File: src/rtl/uart_rx_cmd_decoder_if.sv
// Decoder-facing bundle: RX byte stream in, RF/ALU strobes out, response bytes out on valid/ready.
// slave = decoder side; master = surrounding system (UART RX/TX, register file, ALU).
interface uart_rx_cmd_decoder_if #(
  parameter int ADDR_W = 4
);
  logic [7:0]        rx_data;
  logic              rx_valid;
  logic              rx_par_err;
  logic              rx_stp_err;
  logic [ADDR_W-1:0] rf_addr;
  logic [7:0]        rf_wr_data;
  logic              rf_wr_en;
  logic              rf_rd_en;
  logic [7:0]        rf_rd_data;
  logic              rf_rd_valid;
  logic [3:0]        alu_fun;
  logic              alu_en;
  logic [15:0]       alu_out;
  logic              alu_out_valid;
  logic [7:0]        tx_data;
  logic              tx_valid;
  logic              tx_ready;
  logic              busy;
  logic              frame_err;
  logic              overrun;

  modport slave (
    input  rx_data, rx_valid, rx_par_err, rx_stp_err,
    input  rf_rd_data, rf_rd_valid, alu_out, alu_out_valid, tx_ready,
    output rf_addr, rf_wr_data, rf_wr_en, rf_rd_en, alu_fun, alu_en,
    output tx_data, tx_valid, busy, frame_err, overrun
  );

  modport master (
    output rx_data, rx_valid, rx_par_err, rx_stp_err,
    output rf_rd_data, rf_rd_valid, alu_out, alu_out_valid, tx_ready,
    input  rf_addr, rf_wr_data, rf_wr_en, rf_rd_en, alu_fun, alu_en,
    input  tx_data, tx_valid, busy, frame_err, overrun
  );
endinterface

File: src/rtl/uart_rx_cmd_decoder.sv
// Decodes RX command frames into RF writes/reads and ALU ops; all strobes one cycle after the byte.
// Response bytes held on tx_valid until tx_ready; bytes arriving while waiting/sending are dropped.
module uart_rx_cmd_decoder #(
  parameter int ADDR_W      = 4,
  parameter int TO_W        = 16,
  parameter int TIMEOUT_CYC = 50000
) (
  input logic                 clk,
  input logic                 rst,
  uart_rx_cmd_decoder_if.slave bus
);

  typedef enum logic [3:0] {
    IDLE, WR_ADDR, WR_DATA, RD_ADDR, RD_WAIT, ALU_A,
    ALU_B, ALU_FUN, ALU_WAIT, TX_RD, TX_LO, TX_HI
  } state_t;

  localparam logic [7:0]      CMD_WR   = 8'hAA;
  localparam logic [7:0]      CMD_RD   = 8'hBB;
  localparam logic [7:0]      CMD_ALU3 = 8'hCC;
  localparam logic [7:0]      CMD_ALU1 = 8'hDD;
  localparam logic [TO_W-1:0] TO_LAST  = TO_W'(TIMEOUT_CYC - 1);
  localparam logic [TO_W-1:0] TO_MAX   = '1;

  state_t            state;
  logic [TO_W-1:0]   to_cnt;
  logic [ADDR_W-1:0] rf_addr_q;
  logic [7:0]        rf_wr_data_q;
  logic              rf_wr_en_q;
  logic              rf_rd_en_q;
  logic [3:0]        alu_fun_q;
  logic              alu_en_q;
  logic [7:0]        alu_hi_q;
  logic [7:0]        tx_data_q;
  logic              tx_valid_q;
  logic              frame_err_q;
  logic              overrun_q;

  logic rx_bad;
  logic byte_await;
  logic in_wait;
  logic timed_out;
  logic tx_fire;

  assign rx_bad     = bus.rx_valid & (bus.rx_par_err | bus.rx_stp_err);
  assign byte_await = state inside {WR_ADDR, WR_DATA, RD_ADDR, ALU_A, ALU_B, ALU_FUN};
  assign in_wait    = state inside {RD_WAIT, ALU_WAIT};
  assign timed_out  = (byte_await | in_wait) && (to_cnt >= TO_LAST);
  assign tx_fire    = tx_valid_q & bus.tx_ready;

  always_ff @(posedge clk or posedge rst) begin
    if (rst) begin
      state        <= IDLE;
      to_cnt       <= '0;
      rf_addr_q    <= '0;
      rf_wr_data_q <= '0;
      rf_wr_en_q   <= 1'b0;
      rf_rd_en_q   <= 1'b0;
      alu_fun_q    <= '0;
      alu_en_q     <= 1'b0;
      alu_hi_q     <= '0;
      tx_data_q    <= '0;
      tx_valid_q   <= 1'b0;
      frame_err_q  <= 1'b0;
      overrun_q    <= 1'b0;
    end else begin
      rf_wr_en_q  <= 1'b0;
      rf_rd_en_q  <= 1'b0;
      alu_en_q    <= 1'b0;
      frame_err_q <= 1'b0;
      overrun_q   <= 1'b0;

      // Saturating count while waiting; every branch that moves state or takes a byte clears it.
      if ((byte_await | in_wait) && (to_cnt != TO_MAX))
        to_cnt <= to_cnt + TO_W'(1);

      unique case (state)
        IDLE: begin
          to_cnt <= '0;
          if (rx_bad) begin
            frame_err_q <= 1'b1;
          end else if (bus.rx_valid) begin
            unique case (bus.rx_data)
              CMD_WR:   state <= WR_ADDR;
              CMD_RD:   state <= RD_ADDR;
              CMD_ALU3: state <= ALU_A;
              CMD_ALU1: state <= ALU_FUN;
              default:  frame_err_q <= 1'b1;
            endcase
          end
        end

        WR_ADDR, WR_DATA, RD_ADDR, ALU_A, ALU_B, ALU_FUN: begin
          if (rx_bad || (!bus.rx_valid && timed_out)) begin
            frame_err_q <= 1'b1;
            state       <= IDLE;
            to_cnt      <= '0;
          end else if (bus.rx_valid) begin
            to_cnt <= '0;
            unique case (state)
              WR_ADDR: begin
                rf_addr_q <= bus.rx_data[ADDR_W-1:0];
                state     <= WR_DATA;
              end
              WR_DATA: begin
                rf_wr_data_q <= bus.rx_data;
                rf_wr_en_q   <= 1'b1;
                state        <= IDLE;
              end
              RD_ADDR: begin
                rf_addr_q  <= bus.rx_data[ADDR_W-1:0];
                rf_rd_en_q <= 1'b1;
                state      <= RD_WAIT;
              end
              ALU_A: begin
                rf_addr_q    <= ADDR_W'(0);
                rf_wr_data_q <= bus.rx_data;
                rf_wr_en_q   <= 1'b1;
                state        <= ALU_B;
              end
              ALU_B: begin
                rf_addr_q    <= ADDR_W'(1);
                rf_wr_data_q <= bus.rx_data;
                rf_wr_en_q   <= 1'b1;
                state        <= ALU_FUN;
              end
              default: begin
                alu_fun_q <= bus.rx_data[3:0];
                alu_en_q  <= 1'b1;
                state     <= ALU_WAIT;
              end
            endcase
          end
        end

        RD_WAIT: begin
          overrun_q <= bus.rx_valid;
          if (bus.rf_rd_valid) begin
            tx_data_q  <= bus.rf_rd_data;
            tx_valid_q <= 1'b1;
            state      <= TX_RD;
            to_cnt     <= '0;
          end else if (timed_out) begin
            frame_err_q <= 1'b1;
            state       <= IDLE;
            to_cnt      <= '0;
          end
        end

        ALU_WAIT: begin
          overrun_q <= bus.rx_valid;
          if (bus.alu_out_valid) begin
            tx_data_q  <= bus.alu_out[7:0];
            alu_hi_q   <= bus.alu_out[15:8];
            tx_valid_q <= 1'b1;
            state      <= TX_LO;
            to_cnt     <= '0;
          end else if (timed_out) begin
            frame_err_q <= 1'b1;
            state       <= IDLE;
            to_cnt      <= '0;
          end
        end

        // No timeout here: the TX side may stall indefinitely.
        TX_RD, TX_HI: begin
          overrun_q <= bus.rx_valid;
          to_cnt    <= '0;
          if (tx_fire) begin
            tx_valid_q <= 1'b0;
            state      <= IDLE;
          end
        end

        TX_LO: begin
          overrun_q <= bus.rx_valid;
          to_cnt    <= '0;
          if (tx_fire) begin
            tx_data_q <= alu_hi_q;
            state     <= TX_HI;
          end
        end

        default: begin
          state  <= IDLE;
          to_cnt <= '0;
        end
      endcase
    end
  end

  assign bus.rf_addr    = rf_addr_q;
  assign bus.rf_wr_data = rf_wr_data_q;
  assign bus.rf_wr_en   = rf_wr_en_q;
  assign bus.rf_rd_en   = rf_rd_en_q;
  assign bus.alu_fun    = alu_fun_q;
  assign bus.alu_en     = alu_en_q;
  assign bus.tx_data    = tx_data_q;
  assign bus.tx_valid   = tx_valid_q;
  assign bus.busy       = (state != IDLE);
  assign bus.frame_err  = frame_err_q;
  assign bus.overrun    = overrun_q;

endmodule

File: src/flat_wrapper.sv
// flat-port wrapper written by rule: the top's interface ports become plain ports
module uart_rx_cmd_decoder_flat 
#(
  parameter int ADDR_W      = 4,
  parameter int TO_W        = 16,
  parameter int TIMEOUT_CYC = 50000
)
  (clk, rst, bus_rx_data, bus_rx_valid, bus_rx_par_err, bus_rx_stp_err, bus_rf_rd_data, bus_rf_rd_valid, bus_alu_out, bus_alu_out_valid, bus_tx_ready, bus_rf_addr, bus_rf_wr_data, bus_rf_wr_en, bus_rf_rd_en, bus_alu_fun, bus_alu_en, bus_tx_data, bus_tx_valid, bus_busy, bus_frame_err, bus_overrun);
  uart_rx_cmd_decoder_if #(.ADDR_W(ADDR_W)) bus_i ();
  input logic clk;
  input logic rst;
  input wire logic [$bits(bus_i.rx_data)-1:0] bus_rx_data;
  input wire logic [$bits(bus_i.rx_valid)-1:0] bus_rx_valid;
  input wire logic [$bits(bus_i.rx_par_err)-1:0] bus_rx_par_err;
  input wire logic [$bits(bus_i.rx_stp_err)-1:0] bus_rx_stp_err;
  input wire logic [$bits(bus_i.rf_rd_data)-1:0] bus_rf_rd_data;
  input wire logic [$bits(bus_i.rf_rd_valid)-1:0] bus_rf_rd_valid;
  input wire logic [$bits(bus_i.alu_out)-1:0] bus_alu_out;
  input wire logic [$bits(bus_i.alu_out_valid)-1:0] bus_alu_out_valid;
  input wire logic [$bits(bus_i.tx_ready)-1:0] bus_tx_ready;
  output wire logic [$bits(bus_i.rf_addr)-1:0] bus_rf_addr;
  output wire logic [$bits(bus_i.rf_wr_data)-1:0] bus_rf_wr_data;
  output wire logic [$bits(bus_i.rf_wr_en)-1:0] bus_rf_wr_en;
  output wire logic [$bits(bus_i.rf_rd_en)-1:0] bus_rf_rd_en;
  output wire logic [$bits(bus_i.alu_fun)-1:0] bus_alu_fun;
  output wire logic [$bits(bus_i.alu_en)-1:0] bus_alu_en;
  output wire logic [$bits(bus_i.tx_data)-1:0] bus_tx_data;
  output wire logic [$bits(bus_i.tx_valid)-1:0] bus_tx_valid;
  output wire logic [$bits(bus_i.busy)-1:0] bus_busy;
  output wire logic [$bits(bus_i.frame_err)-1:0] bus_frame_err;
  output wire logic [$bits(bus_i.overrun)-1:0] bus_overrun;
  assign bus_i.rx_data = bus_rx_data;
  assign bus_i.rx_valid = bus_rx_valid;
  assign bus_i.rx_par_err = bus_rx_par_err;
  assign bus_i.rx_stp_err = bus_rx_stp_err;
  assign bus_i.rf_rd_data = bus_rf_rd_data;
  assign bus_i.rf_rd_valid = bus_rf_rd_valid;
  assign bus_i.alu_out = bus_alu_out;
  assign bus_i.alu_out_valid = bus_alu_out_valid;
  assign bus_i.tx_ready = bus_tx_ready;
  assign bus_rf_addr = bus_i.rf_addr;
  assign bus_rf_wr_data = bus_i.rf_wr_data;
  assign bus_rf_wr_en = bus_i.rf_wr_en;
  assign bus_rf_rd_en = bus_i.rf_rd_en;
  assign bus_alu_fun = bus_i.alu_fun;
  assign bus_alu_en = bus_i.alu_en;
  assign bus_tx_data = bus_i.tx_data;
  assign bus_tx_valid = bus_i.tx_valid;
  assign bus_busy = bus_i.busy;
  assign bus_frame_err = bus_i.frame_err;
  assign bus_overrun = bus_i.overrun;
  uart_rx_cmd_decoder #(.ADDR_W(ADDR_W), .TO_W(TO_W), .TIMEOUT_CYC(TIMEOUT_CYC)) u_core (.clk(clk), .rst(rst), .bus(bus_i));
endmodule
File: config.mk
export PLATFORM = sky130hd
export DESIGN_NAME = uart_rx_cmd_decoder_flat
export DESIGN_NICKNAME = d
export VERILOG_FILES = /design/src/rtl/uart_rx_cmd_decoder_if.sv /design/src/rtl/uart_rx_cmd_decoder.sv /design/src/flat_wrapper.sv
export SDC_FILE = /design/constraint.sdc
export NUM_CORES = 1
export LEC_CHECK = 0
export ABC_AREA = 1
export BUFFER_PORTS_ARGS = -buffer_cell sky130_fd_sc_hd__buf_4
export CORE_MARGIN = 1.5
export CORE_UTILIZATION = 49
export CTS_BUF_LIST = sky130_fd_sc_hd__clkbuf_16
export DETAILED_ROUTE_END_ITERATION = 16
export PLACE_DENSITY_LB_ADDON = 0.05
export RECOVER_POWER = 50
export SLEW_MARGIN = 20
export SYNTH_ARGS = -nofsm -noshare
export SYNTH_HDL_FRONTEND = slang
export SYNTH_SLANG_ARGS = --single-unit
File: constraint.sdc
create_clock -name clk -period 1.9 [get_ports clk]
set_clock_uncertainty 0.2 [all_clocks]
set_input_delay 0.19 -clock clk [delete_from_list [all_inputs] [get_ports clk]]
set_output_delay 0.19 -clock clk [all_outputs]
set_load 0.05 [all_outputs]
==> results.md <==
* Grt total ovfl at 0
* Via count at 3153
* Die X at 82.95 um
* Seq cells post-synth at 58
* P&R area growth vs syn at 42.67%
* Total core area at 0.006061 mm^2
* Fillers at 490
* Starting Density at around half
* Leakage at 0.002240 uW
* Gpl congestion at 0.9181
* # diodes at 0
* Initial antenna violation count at 0
* DRT Pass-1 Iters at 4
* H-tree depth at 3
* Vias per cell at between 5 and 6
* Clock insertion delay at the later pin of the skew report at roughly 320 ps
* Antenna-violating nets left at 0
* CP Capture Type: register
* Critical Path RT at 1910 ps
* Final worst slack at roughly 71 ps
* First-pass GRT wire length at 13.80 mm
* Fin. Hold Viols at 0
* # port buffers at 70
* Ratio of cells with drive above 1 in the final layout at 25.18%
* Sequential share of the synthesized area at 46.34%
* Min Hold Slack at 1.707 ps
* Type of the most critical hold path: input port to register
* Vias in the first global route at 3056
* Critical path type: register to register
* WL met1 at 3.703 mm
* Final Cell Area at between 0.004 and 0.005 mm^2
* Placed Instance Area at 0.003882 mm^2
* Nets at ~590
* Slowest cell on crit path: dfrtp_1
* DR DRC count at 0
* Uppermost layer routed: met4
* Slew Limit Fails at 0
* Avg Inst Size Synth at between 7 and 8 um^2
* WL/cell at 13.58 um
* Final Setup Violations at 0
* Cell variety after synth at 32
* Critical path's top delay family: simple AND/OR/NAND/NOR gates
* Syn_nets at 461
* Run status: finished, final reports clean
* Max VDD drop at 1.012 mV
* Die Span Y at between 80 and 90 um
* Clk slew on worst S/H paths at 50 ps
* FMAX at 0.5468 GHz
* Yosys warnings at 0
* Max-slew headroom at 54.23%
* Crit path DAT at 1830 ps
* Final core utilization at 73.72%
* RSZ-0062 raised after global routing: true
* Routed wl met3 at 495 um
* CTS sink cnt at 58
* Critical path buffer and inverter count at 3
* P per Cell Area at 1545 mW/mm^2
* Gr usage total at 24.94%
* Largest net degree at the start of global routing at 33
* Die area at 0.006880 mm^2
* Placed insts at 581
* Mapped Cells at 420
* Non-Filler Instances at 627
* Deepest clock path buffer count at 2
* Max Cap Violations at 0
* CTS tree: built
* Place WS at -3.267 ps
* CP max FO at 16
* Inserted Clock Buffers at 9
* Biggest cell delay along the critical path at 420 ps
* Post-DP HPWL at 6.119 mm
* Fin crit share at 96.25%
* Starting DRC count in detailed routing at 166
* Total wire length at 8.514 mm
* Crit path cell chain: inv_1, nor2_2, inv_1, nor2_4, nand2_1, o21ai_1, nor2_4, buf_12, nor2_1, a21oi_1
* I/O pins at between 70 and 80
* Syn Std Cell Area at 0.003132 mm^2
* Worst-Margin Slew at 685.8 ps
* Cell row count at 28
* Wire length on met2 at 4.227 mm
* CP Launch Type: register
* Min Clock Period, post-route at 1829 ps
* Root Buffer Master: clkbuf_16
-- power by group --
group          leakage (uW)  switching (uW)  internal [uW]
sequential         0.000750             281           1670
combinational       0.00136            2400           1130
clock              0.000130             554            863
total               0.00224            3230           3670
-- cell families (layout without fill, tap and decap cells) --
group	Yosys count	count (layout)	synth area share (%)
and+or+nand+nor	230	230	30.76
xor gates and xnor gates	9	9	2.517
AOI/OAI and AO/OA	67	67	12.87
DFF	58	58	46.34
buffers and inverters	55	187	7.111
adders and majority gates	1	1	0.3995
-- worst min-delay path, cell delays in order --
cell     delay, ps
buf_4           80
inv_1           80
o21ai_2        140
-- layout make-up --
| cell class | instances | area [um^2] | area share [%] |
|---|---|---|---|
| Clock buffer | 9 | 225.2 | 5.041 |
| Timing Repair Buffer | 119 | 929.6 | 20.81 |
| Timing Repair inverter | 1 | 7.507 | 0.1680 |
| Inverter | 51 | 198.9 | 4.453 |
| Tap cell | 75 | 93.84 | 2.100 |
| Clock inverter | 7 | 37.54 | 0.8401 |
| Multi-Input combinational cell | 307 | 1519 | 34.00 |
| Sequential cell | 58 | 1456 | 32.60 |
-- Yosys cell counts --
cell | number | area [um^2]
inv_2 | 7 | 26.28
inv_1 | 43 | 161.4
nand3_1 | 22 | 110.1
clkinv_1 | 1 | 3.750
nand2_1 | 126 | 473.0
a21oi_1 | 24 | 120.1
nor2_1 | 54 | 202.7
nand3b_1 | 1 | 7.510
nand2_2 | 3 | 18.77
a2bb2oi_1 | 1 | 8.760
nand4_1 | 4 | 25.02
o31ai_1 | 4 | 30.03
ha_1 | 1 | 12.51
o22ai_4 | 1 | 20.02
buf_4 | 2 | 15.01
buf_6 | 1 | 11.26
o21ai_4 | 1 | 16.27
dfrtp_1 | 58 | 1451
o21ai_1 | 4 | 20.02
nor2_4 | 3 | 33.78
nor3_1 | 11 | 55.05
a21boi_0 | 1 | 7.510
a21oi_2 | 1 | 8.760
and3_1 | 1 | 6.260
o21ai_0 | 24 | 120.1
xnor2_1 | 4 | 35.03
buf_2 | 1 | 5.000
o21ai_2 | 5 | 43.79
nor2_2 | 4 | 25.02
o211ai_1 | 1 | 7.510
xor2_1 | 5 | 43.79
or2_2 | 1 | 6.260
-- through the flow --
stage	total power (uW)	setup TNS, ps
2_1_floorplan	4277	0
3_3_place_gp	5239	0
3_5_place_dp	5305	-3.742
4_1_cts	6790	0
5_1_grt	7327	-19.86
6_report	6904	0
-- registers in the layout, indices dropped and copies added (netlist names), 4 cells and up --
signal	flops
u_core.state	4
u_core.to_cnt	16
u_core.bus.rf_wr_data	8
u_core.alu_hi_q	8
u_core.bus.alu_fun	4
u_core.bus.tx_data	8
u_core.bus.rf_addr	4
-- path summary, 6_finish.rpt --
path                                        from                  endpoint  slack [ps]  cells after the start
max                              u_core.state[1]     u_core.bus.tx_data[4]          70                     10
min                               bus_rx_data[1]  u_core.bus.rf_wr_data[1]           2                      3
max reg2reg                      u_core.state[1]     u_core.bus.tx_data[4]          70                     10
min reg2reg                u_core.bus.rf_addr[3]     u_core.bus.rf_addr[3]         280                      2
max in group asynchronous                    rst           u_core.state[3]         420                      4
min in group asynchronous                    rst         u_core.bus.alu_en         340                      3
-- placed cells by master (no fill, tap or decap), drive strengths merged, types with 3 or more instances in the layout --
master / Yosys / layout
clkinvlp: 0 / 3
dfrtp: 58 / 58
xor2: 5 / 5
buf: 4 / 79
dlygate4sd3: 0 / 25
clkbuf: 0 / 24
inv: 50 / 52
nand3: 22 / 22
o31ai: 4 / 4
clkinv: 1 / 4
nor2: 61 / 61
xnor2: 4 / 4
nor3: 11 / 11
o21ai: 34 / 34
nand2: 129 / 129
nand4: 4 / 4
a21oi: 25 / 25
-- metal layers --
layer / GRT usage, % / vias to the layer above
met3: 6.461 / 8
li1: - / 1599
met4: 7.121 / 0
met5: 0 / -
met1: 32.05 / 1449
met2: 41.61 / 97
-- timing repair --
item	in CTS	in global routing
hold buffers	25	0
endpoints found under the hold margin	63	0
endpoints found under the setup margin	4	50
setup buffers	0	4
gates cloned	0	1
resized for setup	2	22
pin swaps	0	5
No activity file was read; power rests on OpenSTA's default activity.
